===== src/rtl/fetch_ctrl_if.sv =====
// Fetch controller bus: redirect/stall inputs, instruction-memory handshake
// and the IF/ID-facing instruction outputs.
interface fetch_ctrl_if #(
    parameter int N = 64
);
    logic          PCSrc_F;
    logic [N-1:0]  PCBranch_F;
    logic          stall_D;
    logic          imem_ready;
    logic [31:0]   imem_rdata;
    logic          imem_req;
    logic [N-1:0]  imem_addr_F;
    logic [31:0]   instr_F;
    logic          instr_valid_F;
    logic          flush_IF;

    modport master (
        input  PCSrc_F, PCBranch_F, stall_D, imem_ready, imem_rdata,
        output imem_req, imem_addr_F, instr_F, instr_valid_F, flush_IF
    );

    modport slave (
        output PCSrc_F, PCBranch_F, stall_D, imem_ready, imem_rdata,
        input  imem_req, imem_addr_F, instr_F, instr_valid_F, flush_IF
    );
endinterface


===== src/rtl/fetch_ctrl.sv =====
// Instruction fetch controller: walks the PC, runs the instruction-memory
// request/ready handshake, and handles decode stalls and branch redirects.
//
//   state  | meaning
//   BOOT   | first cycle after reset, no request, PC = 0
//   WAIT   | request outstanding at PC, waiting for imem_ready
//   HOLD   | word fetched but decode stalled; word parked in instr_F
//   SQUASH | redirect arrived mid-transaction; finish old access, discard it
module fetch_ctrl #(
    parameter int N = 64
) (
    input  logic        clk,
    input  logic        reset,
    fetch_ctrl_if.master bus
);
    typedef enum logic [1:0] {BOOT, WAIT, HOLD, SQUASH} state_t;

    localparam logic [N-1:0] ALIGN_MASK = ~N'(3);
    localparam logic [N-1:0] PC_INC     = N'(4);

    state_t        state;
    logic [N-1:0]  pc;
    logic [N-1:0]  target;
    logic          req;
    logic [31:0]   instr;
    logic          valid;
    logic          flush;
    logic [N-1:0]  branch;

    assign branch            = bus.PCBranch_F & ALIGN_MASK;
    assign bus.imem_req      = req;
    assign bus.imem_addr_F   = pc;
    assign bus.instr_F       = instr;
    assign bus.instr_valid_F = valid;
    assign bus.flush_IF      = flush;

    // Fetch FSM with registered outputs; redirect always beats stall.
    always_ff @(posedge clk or posedge reset) begin
        if (reset) begin
            state  <= BOOT;
            pc     <= '0;
            target <= '0;
            req    <= 1'b0;
            instr  <= '0;
            valid  <= 1'b0;
            flush  <= 1'b0;
        end else begin
            valid <= 1'b0;
            flush <= 1'b0;
            case (state)
                BOOT: begin
                    pc    <= '0;
                    req   <= 1'b1;
                    state <= WAIT;
                end
                WAIT: begin
                    if (bus.PCSrc_F) begin
                        flush <= 1'b1;
                        if (bus.imem_ready) begin
                            pc <= branch;
                        end else begin
                            // Address must stay put until the access completes.
                            target <= branch;
                            state  <= SQUASH;
                        end
                    end else if (bus.imem_ready) begin
                        instr <= bus.imem_rdata;
                        if (bus.stall_D) begin
                            req   <= 1'b0;
                            state <= HOLD;
                        end else begin
                            valid <= 1'b1;
                            pc    <= pc + PC_INC;
                        end
                    end
                end
                HOLD: begin
                    if (bus.PCSrc_F) begin
                        flush <= 1'b1;
                        pc    <= branch;
                        req   <= 1'b1;
                        state <= WAIT;
                    end else if (!bus.stall_D) begin
                        valid <= 1'b1;
                        pc    <= pc + PC_INC;
                        req   <= 1'b1;
                        state <= WAIT;
                    end
                end
                SQUASH: begin
                    if (bus.PCSrc_F) begin
                        flush  <= 1'b1;
                        target <= branch;
                    end
                    if (bus.imem_ready) begin
                        // Last redirect wins, even one arriving on this edge.
                        pc    <= bus.PCSrc_F ? branch : target;
                        state <= WAIT;
                    end
                end
                default: begin
                    req   <= 1'b0;
                    state <= BOOT;
                end
            endcase
        end
    end
endmodule


===== src/flat_wrapper.sv =====
// flat-port wrapper written by rule: the top's interface ports become plain ports
module fetch_ctrl_flat 
#(
    parameter int N = 64
)
  (clk, reset, bus_PCSrc_F, bus_PCBranch_F, bus_stall_D, bus_imem_ready, bus_imem_rdata, bus_imem_req, bus_imem_addr_F, bus_instr_F, bus_instr_valid_F, bus_flush_IF);
  fetch_ctrl_if #(.N(N)) bus_i ();
  input  logic clk;
  input  logic reset;
  input wire logic [$bits(bus_i.PCSrc_F)-1:0] bus_PCSrc_F;
  input wire logic [$bits(bus_i.PCBranch_F)-1:0] bus_PCBranch_F;
  input wire logic [$bits(bus_i.stall_D)-1:0] bus_stall_D;
  input wire logic [$bits(bus_i.imem_ready)-1:0] bus_imem_ready;
  input wire logic [$bits(bus_i.imem_rdata)-1:0] bus_imem_rdata;
  output wire logic [$bits(bus_i.imem_req)-1:0] bus_imem_req;
  output wire logic [$bits(bus_i.imem_addr_F)-1:0] bus_imem_addr_F;
  output wire logic [$bits(bus_i.instr_F)-1:0] bus_instr_F;
  output wire logic [$bits(bus_i.instr_valid_F)-1:0] bus_instr_valid_F;
  output wire logic [$bits(bus_i.flush_IF)-1:0] bus_flush_IF;
  assign bus_i.PCSrc_F = bus_PCSrc_F;
  assign bus_i.PCBranch_F = bus_PCBranch_F;
  assign bus_i.stall_D = bus_stall_D;
  assign bus_i.imem_ready = bus_imem_ready;
  assign bus_i.imem_rdata = bus_imem_rdata;
  assign bus_imem_req = bus_i.imem_req;
  assign bus_imem_addr_F = bus_i.imem_addr_F;
  assign bus_instr_F = bus_i.instr_F;
  assign bus_instr_valid_F = bus_i.instr_valid_F;
  assign bus_flush_IF = bus_i.flush_IF;
  fetch_ctrl #(.N(N)) u_core (.clk(clk), .reset(reset), .bus(bus_i));
endmodule

===== config.mk =====
export PLATFORM = sky130hd
export DESIGN_NAME = fetch_ctrl_flat
export DESIGN_NICKNAME = d
export VERILOG_FILES = /design/src/rtl/fetch_ctrl_if.sv /design/src/rtl/fetch_ctrl.sv /design/src/flat_wrapper.sv
export SDC_FILE = /design/constraint.sdc
export NUM_CORES = 1
export LEC_CHECK = 0
export CAP_MARGIN = 20
export CORE_ASPECT_RATIO = 1.25
export CORE_MARGIN = 10
export CORE_UTILIZATION = 46
export DETAILED_ROUTE_END_ITERATION = 10
export HOLD_SLACK_MARGIN = 0.05
export PLACE_DENSITY = 0.77
export SLEW_MARGIN = 30
export SYNTH_ARGS = -nofsm -noshare
export SYNTH_HDL_FRONTEND = slang
export SYNTH_SLANG_ARGS = --single-unit

===== constraint.sdc =====
create_clock -name clk -period 5.54 [get_ports clk]
set_input_delay 0.831 -clock clk [delete_from_list [all_inputs] [get_ports clk]]
set_output_delay 0.831 -clock clk [all_outputs]
set_load 0.02 [all_outputs]

## Word level (Yosys, flattened, before mapping)

Index checks and enable logic that the tools add are counted.

- Register bits: 165
- Latch bits: 0
- Memory bits (writable): 0
- Memory bits (read-only): 0
- Input port bits: 101
- Output and inout bits: 99
- Word-level logic and storage cells: 63
- Memories kept: 0

- Add/subtract/negate cells: 1
- Multiply operators: 0
- Div/mod/pow operators: 0
- Order comparisons: 0
- Equality and inequality tests: 13
- Shift operators: 0
- Multiplexer cells: 32
- Bitwise logic cells: 1
- Reduce and logical (&&, ||, !) cells: 9

Operators by type and width:

| cell | number |
|---|---|
| 64-bit two-way mux | 9 |
| 64-bit one-hot mux with 4 select lines | 1 |
| 64-bit one-hot mux with 2 select lines | 1 |
| 64-bit by 3-bit adder with 64-bit output (second input constant) | 1 |
| 2-bit two-way mux | 7 |
| 2-bit inequality test (second input constant) | 6 |
| 3-bit inequality test (second input constant) | 4 |
| 1-bit two-way mux | 11 |
| 5-bit AND reduction | 2 |
| 2-bit one-hot mux with 4 select lines | 1 |
| 3-bit AND reduction | 2 |
| 2-bit equality test (second input constant) | 2 |
| 1-bit one-hot mux with 3 select lines | 1 |
| 3-bit nonzero test | 1 |
| 3-bit OR reduction | 1 |
| 2-bit by 1-bit equality test with 1-bit output (second input constant) | 1 |
| 2-bit logical NOT | 1 |
| 1-bit one-hot mux with 2 select lines | 1 |
| 2-bit AND reduction | 1 |
| 2-bit nonzero test | 1 |
| 1-bit inverter | 1 |

## Depth between registers and ports, before layout

Gate-level depths: netlist of run 1.

- Depth after elaboration: 5
- Depth in mapped cells: 10

## Worst setup path before layout of run 1

No wires, ideal clock.

- Path type: input to register
- Start point: input port bus_PCSrc_F
- End point: register u_core.pc[56] (netlist: u_core.bus.imem_addr_F[56])
- Data arrival time: 2382 ps
- Required time: 5387 ps
- Slack: 3005 ps
- Cell stages on the path: 7
- Path buffers: 3
- Cells stage by stage: clkbuf_1 -> and3b_1 -> or2_2 -> clkbuf_1 -> clkbuf_1 -> a222oi_1 -> o311ai_0

- Cells in the longest elaborated chain, start to end: 3
- Elaborated cells on any way between the ends: 5
- Classes of those cells: mux (5)

Ends and longest elaborated chain:

| item | RTL line | RTL |
|---|---|---|
| start, declared | flat_wrapper.sv:10 | `input wire logic [$bits(bus_i.PCSrc_F)-1:0] bus_PCSrc_F;` |
| 64-bit two-way mux | - |  |
| 64-bit two-way mux | fetch_ctrl.sv:95 | `if (bus.imem_ready) begin` |
| 64-bit one-hot mux with 4 select lines (*) | fetch_ctrl.sv:50 | `case (state)` |
| end signal, assigned | fetch_ctrl.sv:60 | `pc <= branch;` |
| end signal, assigned | fetch_ctrl.sv:73 | `pc <= pc + PC_INC;` |
| end signal, assigned | fetch_ctrl.sv:97 | `pc <= bus.PCSrc_F ? branch : target;` |
| end, declared | fetch_ctrl.sv:22 | `logic [N-1:0] pc;` |

Mark *: on every way between the ends. The rest lies on a longest branch, timed or not. The select of a mux whose other input is x is not followed.
A chain may end at the register's enable or synchronous reset.

## Worst setup path in the final report of run 1

- Start point: input port bus_PCSrc_F
- End point: register u_core.pc[38] (netlist: u_core.bus.imem_addr_F[38])

The elaborated chain is that of the path after synthesis.

==> impl_metrics.json, run 1 <==
{
  "drt_pre_antenna_iters": 5,
  "reg2regPathDepth": 7,
  "grt_pass1_vias": 8063,
  "holdPathEnd": "u_core.bus.imem_addr_F[1]",
  "ctsResizeCount": 0,
  "grt-busiest-layer": "met2",
  "insertion_delay_ps": 430,
  "cts_tree": "built",
  "timing.hold.worst.start": "u_core.bus.imem_addr_F[1]",
  "maxCapViolations": 0,
  "yosys_warnings": 0,
  "hold_class": "flop to flop",
  "cp_top_family": "simple AND/OR/NAND/NOR gates",
  "outcome": "completed",
  "vias": 7716,
  "ios": 200,
  "synth-seq-area-share_pct": 47.7,
  "critical_path_class": "primary input to flop",
  "power_density_mw_per_mm2": 553,
  "cts_num_sinks": 165,
  "synth_area_leader_cell": "dfrtp_1",
  "final_max_slew_viol_count": 0,
  "stdcell_count": 1252,
  "globalplace.congestion": 0.875,
  "core_sq_mm": 0.0186,
  "synth_cells": 835,
  "antenna_found_initial": 1,
  "ant_nets": 0,
  "clockBufferDepth": 2,
  "crit_fanout": 35,
  "slowest_delay_ps": 690,
  "die_height_um": 173,
  "setup_viol": 0,
  "cp-start-kind": "primary input",
  "async_reset_ff_share_pct": 100,
  "use_met3_pct": 7.51,
  "die_x_um": 143,
  "worst-r2r-setup-slack_ps": 2510,
  "rows": 56,
  "min_period_over_period_pct": 58.0,
  "grt-ovfl-total": 0,
  "peakVddDrop_uv": 381,
  "cts_hold_buf": 0,
  "path_cells": "clkdlybuf4s50_1 -> buf_4 -> and3b_1 -> or3_1 -> a21oi_1 -> nor4b_1 -> nor2_1 -> o21ai_0",
  "start_util_pct": 46.5,
  "grt_first_pass_wirelength_mm": 44.3,
  "syn_area_sq_mm": 0.00866,
  "fin_crit_ps": 3210,
  "worst_pin_slew_ps": 935,
  "grtUsageMet1_pct": 26.6,
  "synth_top_area_share_pct": 47.7,
  "reg2reg_to": "u_core.bus.imem_addr_F[56]",
  "layout-drive-gt1-share_pct": 16.3,
  "die-area_sq_mm": 0.0247,
  "clk_pin_slew_ps": 60,
  "required_ps": 5870,
  "fillCellCount": 1614,
  "cts_inserted_buffers": 17,
  "htreeDepth": 4,
  "mostFrequentLayoutCell": "clkdlybuf4s50_1",
  "critPathCaptureType": "flop",
  "max_freq_ghz": 0.311,
  "yosysUniqueCellTypes": 72,
  "track_usage_pct": 22.4,
  "wirelength_mm": 27.6,
  "synth_edf_count": 0,
  "ys.flop_type": "dfrtp_1",
  "cts_root_buffer": "clkbuf_16",
  "fin_tns_setup_ps": 0,
  "syn_to_final_growth_pct": 31.2,
  "syn_area_per_cell_sq_um": 10.4,
  "hold_depth": 2,
  "dp.cells": 1222,
  "io_buffers": 197,
  "r2r_start": "u_core.state[0]",
  "synth_area_leaders": "dfrtp_1, mux2_2, o21ai_0",
  "wire_per_inst_um": 22.0,
  "layout_common_cells": "clkdlybuf4s50_1, dfrtp_1, mux2_2, o21ai_0, nand2_1",
  "finClkSkew_ps": 9.48,
  "vias_per_cell": 6.16,
  "grt_start_max_net_pins": 93,
  "path_buf_inv": 2,
  "synth-seq-cells": 165,
  "syn_nets": 941,
  "leakagePower_uw": 0.00450,
  "slew_headroom_pct": 37.7,
  "arrival_ps": 3540,
  "hold_violations": 0,
  "rsz0062_at_grt": "false",
  "drc_errors": 0,
  "use_met2_pct": 35.9,
  "drt-initial-drc-count": 653,
  "cp-startpoint": "bus_PCSrc_F",
  "cpMaxStageDelayCell": "or3_1",
  "postCtsSetupRepairBufs": 0,
  "dp_hpwl_mm": 19.5,
  "final_net_count": 1115
}
flip-flops by register name (all words and copies together), names as in the netlist:
name,cells
u_core.bus.imem_req,1
u_core.state,2
u_core.target,64
u_core.bus.imem_addr_F,64
u_core.bus.instr_F,32
u_core.bus.instr_valid_F,1
u_core.bus.flush_IF,1
synth_stat cells (13+ instances only):
| master | count |
|---|---|
| nand4_1 | 13 |
| nand3_1 | 21 |
| dfrtp_1 | 165 |
| a22oi_1 | 27 |
| nand2_1 | 71 |
| mux2_2 | 98 |
| a221oi_1 | 13 |
| clkbuf_1 | 42 |
| inv_1 | 20 |
| nor3_1 | 20 |
| o21ai_0 | 77 |
| a22o_1 | 15 |
| nor2_1 | 42 |
| a21oi_1 | 25 |
worst max path at each step:
| stage | to | slack, ps | cells after the start |
|---|---|---|---|
| after floorplan | u_core.bus.flush_IF | 250 | 1 |
| after detailed placement | u_core.bus.imem_addr_F[38] | 1940 | 8 |
| after global routing | u_core.bus.imem_addr_F[56] | 2140 | 7 |
| after CTS | u_core.bus.imem_addr_F[38] | 2370 | 8 |
| after global placement | u_core.bus.imem_addr_F[56] | 2010 | 7 |
| final | u_core.bus.imem_addr_F[38] | 2330 | 8 |
kinds of logic after synthesis:
logic type	count (synthesis)	synth area share (%)
flip-flops	165	47.7
XOR/XNOR	10	1.01
AO/OA/AOI/OAI	240	18.9
multiplexers	100	13.0
adder cells (fa/ha/maj)	5	0.722
buffers and inverters	78	3.57
AND/OR/NAND/NOR	237	15.1
through the flow:
stage,setup WS [ps],util [%],instance area [sq um],hold WS (ps),total power (uW)
6_report,2330,61.0,11400,484,6280
5_1_grt,2140,61.0,11400,514,6660
4_1_cts,2370,60.9,11400,487,6290
3_5_place_dp,1940,58.2,10800,474,5180
3_3_place_gp,2010,58.0,10800,471,5090
2_1_floorplan,247,-,8660,464,3950
metal layers:
metal,wire (um),share of wire [%],vias up
met5,0,0,-
met4,941,3.4,0
met3,2740,9.9,54
met2,13200,48,368
met1,10700,39,3781
li1,-,-,3513
worst reg2reg max path: stages (launching register included):
cell      delay [ps]
dfrtp_1          400
inv_1             80
ha_1             540
and3b_1          320
or3_1            720
nor2_1           230
a222oi_1         400
o311ai_0         200
power breakdown:
part	switching (uW)	total (uW)	internal, uW	leakage [uW]
Sequential	433	2160	1720	0.00204
Clock	467	1080	616	0.000251
Combinational	1660	3040	1380	0.00220
layout make-up:
type                    count  area [sq um]  share of cell area (%)
flip-flops and latches    165          4130                    36.3
diodes                      2          5.00                  0.0440
clock buffers              22           454                    4.00
repair buffers            212          2100                    18.5
multi-input cells         592          4240                    37.3
inverters                  21          83.8                   0.738
well taps                 232           290                    2.55
clock inverters             6          57.6                   0.506
Power figures use the tool's default switching activity.
==> run 2: changes to the inputs <==
==> constraint.sdc (replaced) <==
create_clock -name clk -period 2.8 [get_ports clk]
set_input_delay 0.42 -clock clk [delete_from_list [all_inputs] [get_ports clk]]
set_output_delay 0.42 -clock clk [all_outputs]
set_load 0.02 [all_outputs]
==> impl_metrics.json, run 2 (synthesis gave the netlist of run 1 again) <==
{
  "outcome": "completed",
  "ant_nets": 0,
  "start_util_pct": 46.5,
  "die_x_um": 143,
  "critical_path_class": "flop to flop",
  "slew_headroom_pct": 40.4,
  "vias": 7852,
  "dp_worst_setup_slack_ps": 104,
  "finClkSkew_ps": 7.30,
  "cp-start-kind": "flop",
  "mostFrequentLayoutCell": "clkdlybuf4s50_1",
  "htreeDepth": 4,
  "io_buffers": 197,
  "fin_tns_setup_ps": 0,
  "insertion_delay_ps": 440,
  "grtUsageMet1_pct": 26.8,
  "drt_pre_antenna_iters": 5,
  "vias_per_cell": 6.14,
  "cts_num_sinks": 165,
  "worst_pin_slew_ps": 892,
  "dpl_cell_area_sq_mm": 0.0110,
  "layout_common_cells": "clkdlybuf4s50_1, dfrtp_1, mux2_2, o21ai_0, nand2_1",
  "grt_start_max_net_pins": 94,
  "ios": 200,
  "grt-ovfl-total": 0,
  "crit_fanout": 6,
  "grt-busiest-layer": "met2",
  "hold_class": "primary input to asynchronous set/reset pin",
  "hold_violations": 0,
  "maxCapViolations": 0,
  "peakVddDrop_uv": 683,
  "antenna_cells": 0,
  "seqPwrFrac_pct": 32.3,
  "drc_errors": 0,
  "clockBufferDepth": 2,
  "die_height_um": 173,
  "setup_viol": 0,
  "antenna_found_initial": 1,
  "leakagePower_uw": 0.00469,
  "globalplace.congestion": 0.887,
  "power_density_mw_per_mm2": 1120,
  "r2r_start": "u_core.bus.imem_addr_F[2]",
  "swShare_pct": 39.4,
  "arrival_ps": 2960,
  "cts_root_buffer": "clkbuf_16",
  "ctsResizeCount": 0,
  "syn_to_final_growth_pct": 35.3,
  "critPathCaptureType": "flop",
  "core_sq_mm": 0.0186,
  "p_switching_uw": 5190,
  "finalInstanceArea_sq_mm": 0.0117,
  "use_met3_pct": 7.54,
  "clockPowerShare_pct": 20.1,
  "track_usage_pct": 22.5,
  "max_freq_ghz": 0.378,
  "intPower_uw": 7980,
  "min_period_over_period_pct": 94.4,
  "grt_first_pass_wirelength_mm": 45.0,
  "cts_inserted_buffers": 17,
  "wirelength_mm": 27.9,
  "wire_per_inst_um": 21.8,
  "grt_pass1_vias": 8179,
  "required_ps": 3120,
  "final_max_slew_viol_count": 0,
  "setup_ws_ps": 157,
  "cts_hold_buf": 0,
  "fin_crit_ps": 2640,
  "postCtsSetupRepairBufs": 0,
  "cp-startpoint": "u_core.bus.imem_addr_F[2]",
  "drt-initial-drc-count": 793,
  "rsz0062_at_grt": "false",
  "die-area_sq_mm": 0.0247,
  "clk_pin_slew_ps": 70,
  "combinationalPowerShare_pct": 47.6,
  "rows": 56,
  "dp_hpwl_mm": 19.8,
  "use_met2_pct": 35.8,
  "final_net_count": 1139,
  "cts_tree": "built",
  "layout-drive-gt1-share_pct": 18.8
}
## run 2: stage by stage
step / instances / power, uW / hold WS (ps) / util [%]
2_1_floorplan: 835 / 7820 / 464 / -
3_3_place_gp: 1246 / 10300 / 466 / 59.3
3_5_place_dp: 1246 / 10500 / 472 / 59.3
4_1_cts: 1278 / 13200 / 483 / 62.9
5_1_grt: 1278 / 13900 / 515 / 62.9
6_report: 1278 / 13200 / 462 / 62.9
## run 2: final timing paths
| check | to | slack (ps) | depth (start not counted) |
|---|---|---|---|
| max in group asynchronous | u_core.target[8] | 1890 | 3 |
| hold reg to reg | u_core.bus.imem_addr_F[0] | 480 | 2 |
| min in group clk | u_core.bus.imem_addr_F[0] | 480 | 2 |
| setup / recovery | u_core.bus.imem_addr_F[60] | 160 | 7 |
| hold / removal | u_core.bus.instr_F[8] | 460 | 3 |
| setup reg to reg | u_core.bus.imem_addr_F[60] | 160 | 7 |
## run 2: power groups by stage
stage | sequential, uW | clock (uW) | combinational, uW
after floorplan | 4710 | 0 | 3110
after global placement | 4200 | 0 | 6120
after detailed placement | 4260 | 0 | 6230
after CTS | 4240 | 2680 | 6260
after global routing | 4400 | 2790 | 6740
final | 4250 | 2650 | 6270
## run 2: per-layer routing
metal,part of all wire (%),wire [um],vias to the layer above
met5,0.047,13,-
met1,39,10900,3872
met2,48,13400,363
li1,-,-,3550
met4,3.7,1020,2
met3,9.2,2560,65
## run 2: critical path, stage by stage (launching register included)
cell	delay, ps
dfrtp_1	440
ha_1	260
nand3_1	250
nor4_4	540
nand2_2	110
or4_4	560
a21o_1	190
a22o_1	170
## run 2: cell type report
cell class	count	area [sq um]
clock buffer	21	470
fill	1496	6920
multi-input combinational	592	4240
tap	232	290
inverter	21	82.6
sequential	165	4130
clock inverter	11	198
timing repair buffer	236	2300
